**src/rtl/rgmii_tx_framer.sv**
```systemverilog
// GMII transmit framer: preamble, SFD, payload, zero pad, FCS and inter-frame gap, one byte per mac_clk.
// Registered outputs: an accepted byte appears one cycle later; mac_ready drops outside DATA/ABORT/stray-drop.
module rgmii_tx_framer #(
   parameter int DATA_WIDTH = 8,
   parameter int MIN_FRAME  = 60,
   parameter int IFG_BYTES  = 12,
   parameter int SIM        = 0
) (
   input  logic       mac_clk,
   input  logic       mac_rst,
   input  logic       mac_startofpacket,
   input  logic       mac_endofpacket,
   input  logic       mac_valid,
   input  logic [7:0] mac_data,
   input  logic       mac_error,
   output logic       mac_ready,
   output logic [7:0] gmii_tx_data,
   output logic       gmii_tx_en,
   output logic       gmii_tx_er
);

   localparam int          IFG_LEN  = (SIM != 0) ? 2 : IFG_BYTES;
   localparam logic [15:0] MIN_CNT  = 16'(MIN_FRAME);
   localparam logic [15:0] IFG_LAST = 16'(IFG_LEN - 1);

   if (DATA_WIDTH != 8) begin : g_width_check
      $error("rgmii_tx_framer supports DATA_WIDTH = 8 only");
   end
   if (IFG_BYTES < 1) begin : g_ifg_check
      $error("rgmii_tx_framer requires IFG_BYTES >= 1");
   end

   typedef enum logic [2:0] {
      S_IDLE, S_PREAMBLE, S_SFD, S_DATA, S_PAD, S_FCS, S_IFG, S_ABORT
   } state_t;

   state_t      state, state_nxt;
   logic [15:0] step, step_nxt;
   logic [15:0] byte_cnt, byte_cnt_nxt, byte_inc;
   logic [31:0] crc, crc_nxt, crc_inv;
   logic [7:0]  data_nxt;
   logic        en_nxt, er_nxt, ready_c;

   // Reflected CRC-32, data bits taken LSB first.
   function automatic logic [31:0] crc32_byte(input logic [31:0] c_in, input logic [7:0] d);
      logic [31:0] c;
      c = c_in;
      for (int i = 0; i < 8; i++) begin
         if (c[0] ^ d[i]) c = (c >> 1) ^ 32'hEDB88320;
         else             c = c >> 1;
      end
      return c;
   endfunction

   assign byte_inc  = (byte_cnt == 16'hFFFF) ? byte_cnt : byte_cnt + 16'd1;
   assign crc_inv   = ~crc;
   assign mac_ready = ready_c & ~mac_rst;

   always_ff @(posedge mac_clk or posedge mac_rst) begin
      if (mac_rst) begin
         state        <= S_IDLE;
         step         <= '0;
         byte_cnt     <= '0;
         crc          <= 32'hFFFFFFFF;
         gmii_tx_data <= '0;
         gmii_tx_en   <= 1'b0;
         gmii_tx_er   <= 1'b0;
      end else begin
         state        <= state_nxt;
         step         <= step_nxt;
         byte_cnt     <= byte_cnt_nxt;
         crc          <= crc_nxt;
         gmii_tx_data <= data_nxt;
         gmii_tx_en   <= en_nxt;
         gmii_tx_er   <= er_nxt;
      end
   end

   always_comb begin
      state_nxt    = state;
      step_nxt     = step;
      byte_cnt_nxt = byte_cnt;
      crc_nxt      = crc;
      data_nxt     = 8'h00;
      en_nxt       = 1'b0;
      er_nxt       = 1'b0;
      ready_c      = 1'b0;
      case (state)
         S_IDLE: begin
            // The SOP byte stays on the bus until DATA; only stray bytes are eaten here.
            ready_c = mac_valid && !mac_startofpacket;
            if (mac_valid && mac_startofpacket) begin
               en_nxt    = 1'b1;
               data_nxt  = 8'h55;
               step_nxt  = 16'd1;
               state_nxt = S_PREAMBLE;
            end
         end
         S_PREAMBLE: begin
            en_nxt   = 1'b1;
            data_nxt = 8'h55;
            if (step == 16'd6) state_nxt = S_SFD;
            else               step_nxt  = step + 16'd1;
         end
         S_SFD: begin
            en_nxt       = 1'b1;
            data_nxt     = 8'hD5;
            crc_nxt      = 32'hFFFFFFFF;
            byte_cnt_nxt = '0;
            state_nxt    = S_DATA;
         end
         S_DATA: begin
            ready_c = 1'b1;
            en_nxt  = 1'b1;
            if (mac_valid) begin
               data_nxt     = mac_data;
               er_nxt       = mac_error;
               crc_nxt      = crc32_byte(crc, mac_data);
               byte_cnt_nxt = byte_inc;
               if (mac_endofpacket) begin
                  step_nxt  = '0;
                  state_nxt = (byte_inc < MIN_CNT) ? S_PAD : S_FCS;
               end
            end else begin
               // Source ran dry mid-frame: poison this slot and drop the rest of the frame.
               er_nxt    = 1'b1;
               state_nxt = S_ABORT;
            end
         end
         S_PAD: begin
            en_nxt       = 1'b1;
            crc_nxt      = crc32_byte(crc, 8'h00);
            byte_cnt_nxt = byte_inc;
            if (byte_inc >= MIN_CNT) begin
               step_nxt  = '0;
               state_nxt = S_FCS;
            end
         end
         S_FCS: begin
            en_nxt   = 1'b1;
            data_nxt = crc_inv[{step[1:0], 3'b000} +: 8];
            if (step == 16'd3) begin
               step_nxt  = '0;
               state_nxt = S_IFG;
            end else begin
               step_nxt = step + 16'd1;
            end
         end
         S_IFG: begin
            if (step == IFG_LAST) begin
               step_nxt  = '0;
               state_nxt = S_IDLE;
            end else begin
               step_nxt = step + 16'd1;
            end
         end
         S_ABORT: begin
            ready_c = 1'b1;
            if (mac_valid && mac_endofpacket) begin
               step_nxt  = '0;
               state_nxt = S_IFG;
            end
         end
         default: state_nxt = S_IDLE;
      endcase
   end

endmodule

```
**config.mk**
```make
export PLATFORM = sky130hd
export DESIGN_NAME = rgmii_tx_framer
export DESIGN_NICKNAME = d
export VERILOG_FILES = /design/src/rtl/rgmii_tx_framer.sv
export SDC_FILE = /design/constraint.sdc
export NUM_CORES = 1
export LEC_CHECK = 0
export BUFFER_PORTS_ARGS = -buffer_cell sky130_fd_sc_hd__buf_2
export CAP_MARGIN = 5
export CORE_MARGIN = 4
export CORE_UTILIZATION = 43
export DETAILED_ROUTE_END_ITERATION = 10
export PLACE_DENSITY = 0.67
export SLEW_MARGIN = 10
export SYNTH_ARGS = -nofsm -noshare
export SYNTH_HDL_FRONTEND = slang
export SYNTH_SLANG_ARGS = --single-unit
export TNS_END_PERCENT = 20
```
**constraint.sdc**
```tcl
create_clock -name mac_clk -period 3.3 [get_ports mac_clk]
set_clock_uncertainty 0.1 [all_clocks]
set_input_delay 0.495 -clock mac_clk [delete_from_list [all_inputs] [get_ports mac_clk]]
set_output_delay 0.495 -clock mac_clk [all_outputs]
set_load 0.03 [all_outputs]
```
==> impl_summary.md <==
Outcome
The flow ran to the end, and the final reports show no timing, DRC or antenna violations.

Critical path
The endpoint identified for the worst register-to-register timing path is step[1]. The data required time of the critical path is between 3 and 4 ns. Of all nets on the critical path, the largest fanout is 7. For this design, the slowest cell found on the critical path is sky130_fd_sc_hd__a21oi_1. The largest incremental delay on the critical path is 0.47 ns. The number of cells on the worst reg-to-reg path is 8. The setup slack of the most critical reg-to-reg path is ~0.27 ns.

The setup path with the least slack is of type reg -> reg. In this run the critical register-to-register path is launched from byte_cnt[0]. STA classifies the critical path endpoint as a flip-flop. Traced cell by cell, the critical path runs through ha_1 > and3_1 > and2_1 > a211oi_1 > nor3_1 > o2111a_1 > a21oi_1 > mux2_2. The data arrival time at the worst-slack endpoint is approximately 3.2 ns.

STA classifies the critical path startpoint as a flip-flop.

Clock network
The clock-pin transition on the worst setup and hold timing paths is roughly 0.06 ns. The clock latency at the later pin of the worst-skew pair is between 0.3 and 0.4 ns. The number of hold buffers added after CTS was 0. The post-CTS setup-driven buffer insertion count is 0. The clock net in this run drives a total of 77 sinks. The count of instances resized after the clock tree is built is 0.

The TritonCTS clock tree is built. The tree is rooted in a sky130_fd_sc_hd__clkbuf_16. The number of clock buffers inserted by TritonCTS is 9. In this run the deepest clock path goes through 2 buffers. The H-tree was split into 3 levels.

Timing
The relative max-transition margin is between 40% and 50%. Hold is met by 0.1059 ns. Setup repair after global routing left no endpoint under its margin. Of the available clock period, the critical path in the final layout requires approximately nine tenths. At the pin with the least slew margin, the transition time is approximately 0.8 ns.

Setup violations remaining at the end of the flow were counted as 0. The number of hold-slack violations in the final timing report came to 0. Derived from the worst setup path, the maximum achievable clock frequency is between 300 and 400 MHz. The final max-slew violation count is 0. Setup total negative slack on the finished layout was measured at 0 ns.

Setup slack on the critical path of the routed design comes to 0.2717 ns. The routed design could run at a clock period as short as 3.028 ns.

Power
The clock network is responsible for approximately an eighth of the overall power. Dividing total power by cell area gives a power density of 1214 nW/um2. VDD sags by at most 0.4783 mV. The net switching power of the design is 3.612 mW. In this run, flip-flops and latches consume roughly a quarter of the power.

Cell internal power was estimated by the tool at around 4.2 mW. The fraction of power consumed by combinational cells is between 60% and 70%. The static power due to leakage is between 2 and 2.5 nW. Net switching is between 40% and 50% of the power.

Floorplan
The core region area is ~13000 um2. After floorplanning, the core was divided into 42 placement rows. In this run the horizontal extent of the chip is 124.2 um.

The area of the die is roughly 15000 um2. Pin placement for this block handled 25 I/O pins. From bottom edge to top edge, the die measures approximately 120 um.

Once the floorplan was initialized, standard cells occupied about 44% of the core.

Flow run
The reported max-cap violation count is 0.

Synth
The post-synthesis cell count is between 600 and 700. The yosys synthesis warning count is 0. Summing the sequential cell areas from Yosys gives ~34% of the chip area. In this run the mean area of a mapped cell was about 9 um2. The netlist area before placement is about 5800 um2. The commonest register cell after synthesis is sky130_fd_sc_hd__dfrtp_1. The number of different library cells in the post-synthesis netlist is 68. The number of nets in the synthesized netlist is between 600 and 700. The proportion of register bits with asynchronous set or reset after synthesis is 100.0%. The number of synthesized register bits is a little under 80.

The count of flip-flops with a built-in enable after synthesis is 0.

GRT
The initial antenna violation count is 0. The first global-routing pass estimated around 25000 um of wire. The largest net degree at the start of global routing is approximately 40. After global routing the overflow that remains totals 0.

The via count of the first global-routing pass is just under 5000. The global routing usage summed across all routing layers is about a fifth.

Routing
In the routed design, unresolved DRC markers number 0. The average via count per standard cell is 5.937. The routed design has 15070 um of wire.

The post-route antenna net violation count is 0. The detailed router finished its first iteration with 373 violations. The pre-antenna-repair detailed-routing pass consisted of 6 iterations.

For this block, the via count after detailed routing is ~5000. The average routed wire per standard cell is about 18 um.

Final layout
The total area of sequential cells is between 1500 and 2000 um2. The library cells used most frequently in the layout, excluding fill and tap cells, are 98 x sky130_fd_sc_hd__xnor2_1, 66 x sky130_fd_sc_hd__nor2_1, 50 x sky130_fd_sc_hd__nand2_1. For this run, the share of the core covered by cells in the final layout is 48.60%.

The synthesis-to-finish area growth is 10.86%. The area taken by multi-input logic gates is ~3600 um2. The repair_antennas step left the layout with diodes totalling 0. The library cell used most frequently in the layout, excluding fill and tap cells, is sky130_fd_sc_hd__xnor2_1.

For this run, the post-layout net count is 678. The number of filler cells placed in the layout is between 1000 and 1500. In the final layout, the share of cells above drive strength 1 is between 10% and 20%.

Placement
The count of buffers added on input and output ports is 24. The routability congestion estimate is around 0.91. Summed over all nets, the half-perimeter wirelength after detailed placement is 10650 um. The worst slack at placement is ~0.32 ns.

Worst hold path
The worst hold path class is in -> async.
cells in the mapped netlist (9+ instances only):
| cell type | count | area share [%] |
|---|---|---|
| sky130_fd_sc_hd__nand2_1 | 50 | 3.2 |
| sky130_fd_sc_hd__nor3_1 | 10 | 0.86 |
| sky130_fd_sc_hd__clkbuf_1 | 26 | 1.7 |
| sky130_fd_sc_hd__inv_1 | 12 | 0.78 |
| sky130_fd_sc_hd__xnor2_1 | 98 | 15 |
| sky130_fd_sc_hd__buf_2 | 10 | 0.86 |
| sky130_fd_sc_hd__dfstp_2 | 32 | 14 |
| sky130_fd_sc_hd__a21oi_1 | 48 | 4.1 |
| sky130_fd_sc_hd__o221ai_1 | 9 | 1.4 |
| sky130_fd_sc_hd__nand3_1 | 16 | 1.4 |
| sky130_fd_sc_hd__nor2_1 | 66 | 4.3 |
| sky130_fd_sc_hd__dfrtp_1 | 45 | 19 |
| sky130_fd_sc_hd__a31oi_1 | 9 | 0.97 |
| sky130_fd_sc_hd__o21a_1 | 9 | 1.2 |
| sky130_fd_sc_hd__o21ai_0 | 43 | 3.7 |
| sky130_fd_sc_hd__xor2_1 | 31 | 4.7 |
power by group through the flow:
stage / combinational (mW) / clock (mW) / sequential [mW]
floorplan: 3.95 / 0 / 1.70
finish: 4.95 / 1.02 / 1.84
detailed placement: 4.89 / 0 / 1.85
global route: 5.40 / 1.08 / 1.89
global placement: 4.81 / 0 / 1.83
CTS: 4.92 / 1.05 / 1.84
critical path, delay by kind of cell (launching register included):
kind / cells / cell delay (ns)
fa+ha+maj: 1 / 0.31
mux: 1 / 0.39
flops: 1 / 0.44
simple gates: 3 / 0.50
compound gates: 3 / 1.18
sequential cells by signal, summed over array words and instances, names as in the netlist, named ones only:
name,cells
state,2
byte_cnt,16
gmii_tx_data,8
gmii_tx_er,1
crc,32
gmii_tx_en,1
step,16
per-layer routing:
layer,vias up,GRT usage [%],share of wire [%]
met5,-,0,0
met4,0,8.419,3.3
met3,33,3.860,5.4
met2,171,33.58,48
met1,2467,26.35,43
li1,2328,-,-
layout make-up:
| type | instances | area share, % |
|---|---|---|
| multi-input cells | 514 | 56.07 |
| flip-flops and latches | 77 | 30.56 |
| repair buffers | 47 | 4.549 |
| clock buffers | 10 | 3.713 |
| well taps | 176 | 3.421 |
| clock inverters | 6 | 0.9720 |
| inverters | 12 | 0.7193 |
kinds of logic (layout without fill, tap and decap cells):
family | count (synthesis) | after routing | share of synthesized area, %
buffers and inverters | 54 | 75 | 4.030
multiplexers | 17 | 17 | 4.698
XOR/XNOR | 135 | 135 | 21.98
AO/OA/AOI/OAI | 172 | 172 | 19.35
AND/OR/NAND/NOR | 187 | 187 | 15.41
flip-flops | 77 | 77 | 33.88
adder cells (fa/ha/maj) | 3 | 3 | 0.6466
stage by stage:
step | cells | cell area [um2] | power, mW
6_report | 842 | 6436 | 7.813
5_1_grt | 842 | 6436 | 8.377
4_1_cts | 842 | 6436 | 7.808
3_5_place_dp | 826 | 6135 | 6.744
3_3_place_gp | 826 | 6135 | 6.640
2_1_floorplan | 645 | 5806 | 5.653
worst max path at each step:
stage | startpoint | end | slack (ns) | cells after the start
final | byte_cnt[0] | step[1] | 0.27 | 8
after global routing | byte_cnt[0] | step[1] | 0.11 | 8
after CTS | byte_cnt[0] | step[1] | 0.29 | 8
after detailed placement | byte_cnt[0] | step[1] | 0.32 | 8
after global placement | byte_cnt[0] | step[1] | 0.39 | 8
after floorplan | byte_cnt[0] | step[1] | 0.64 | 8
Power figures use the tool's default switching activity.
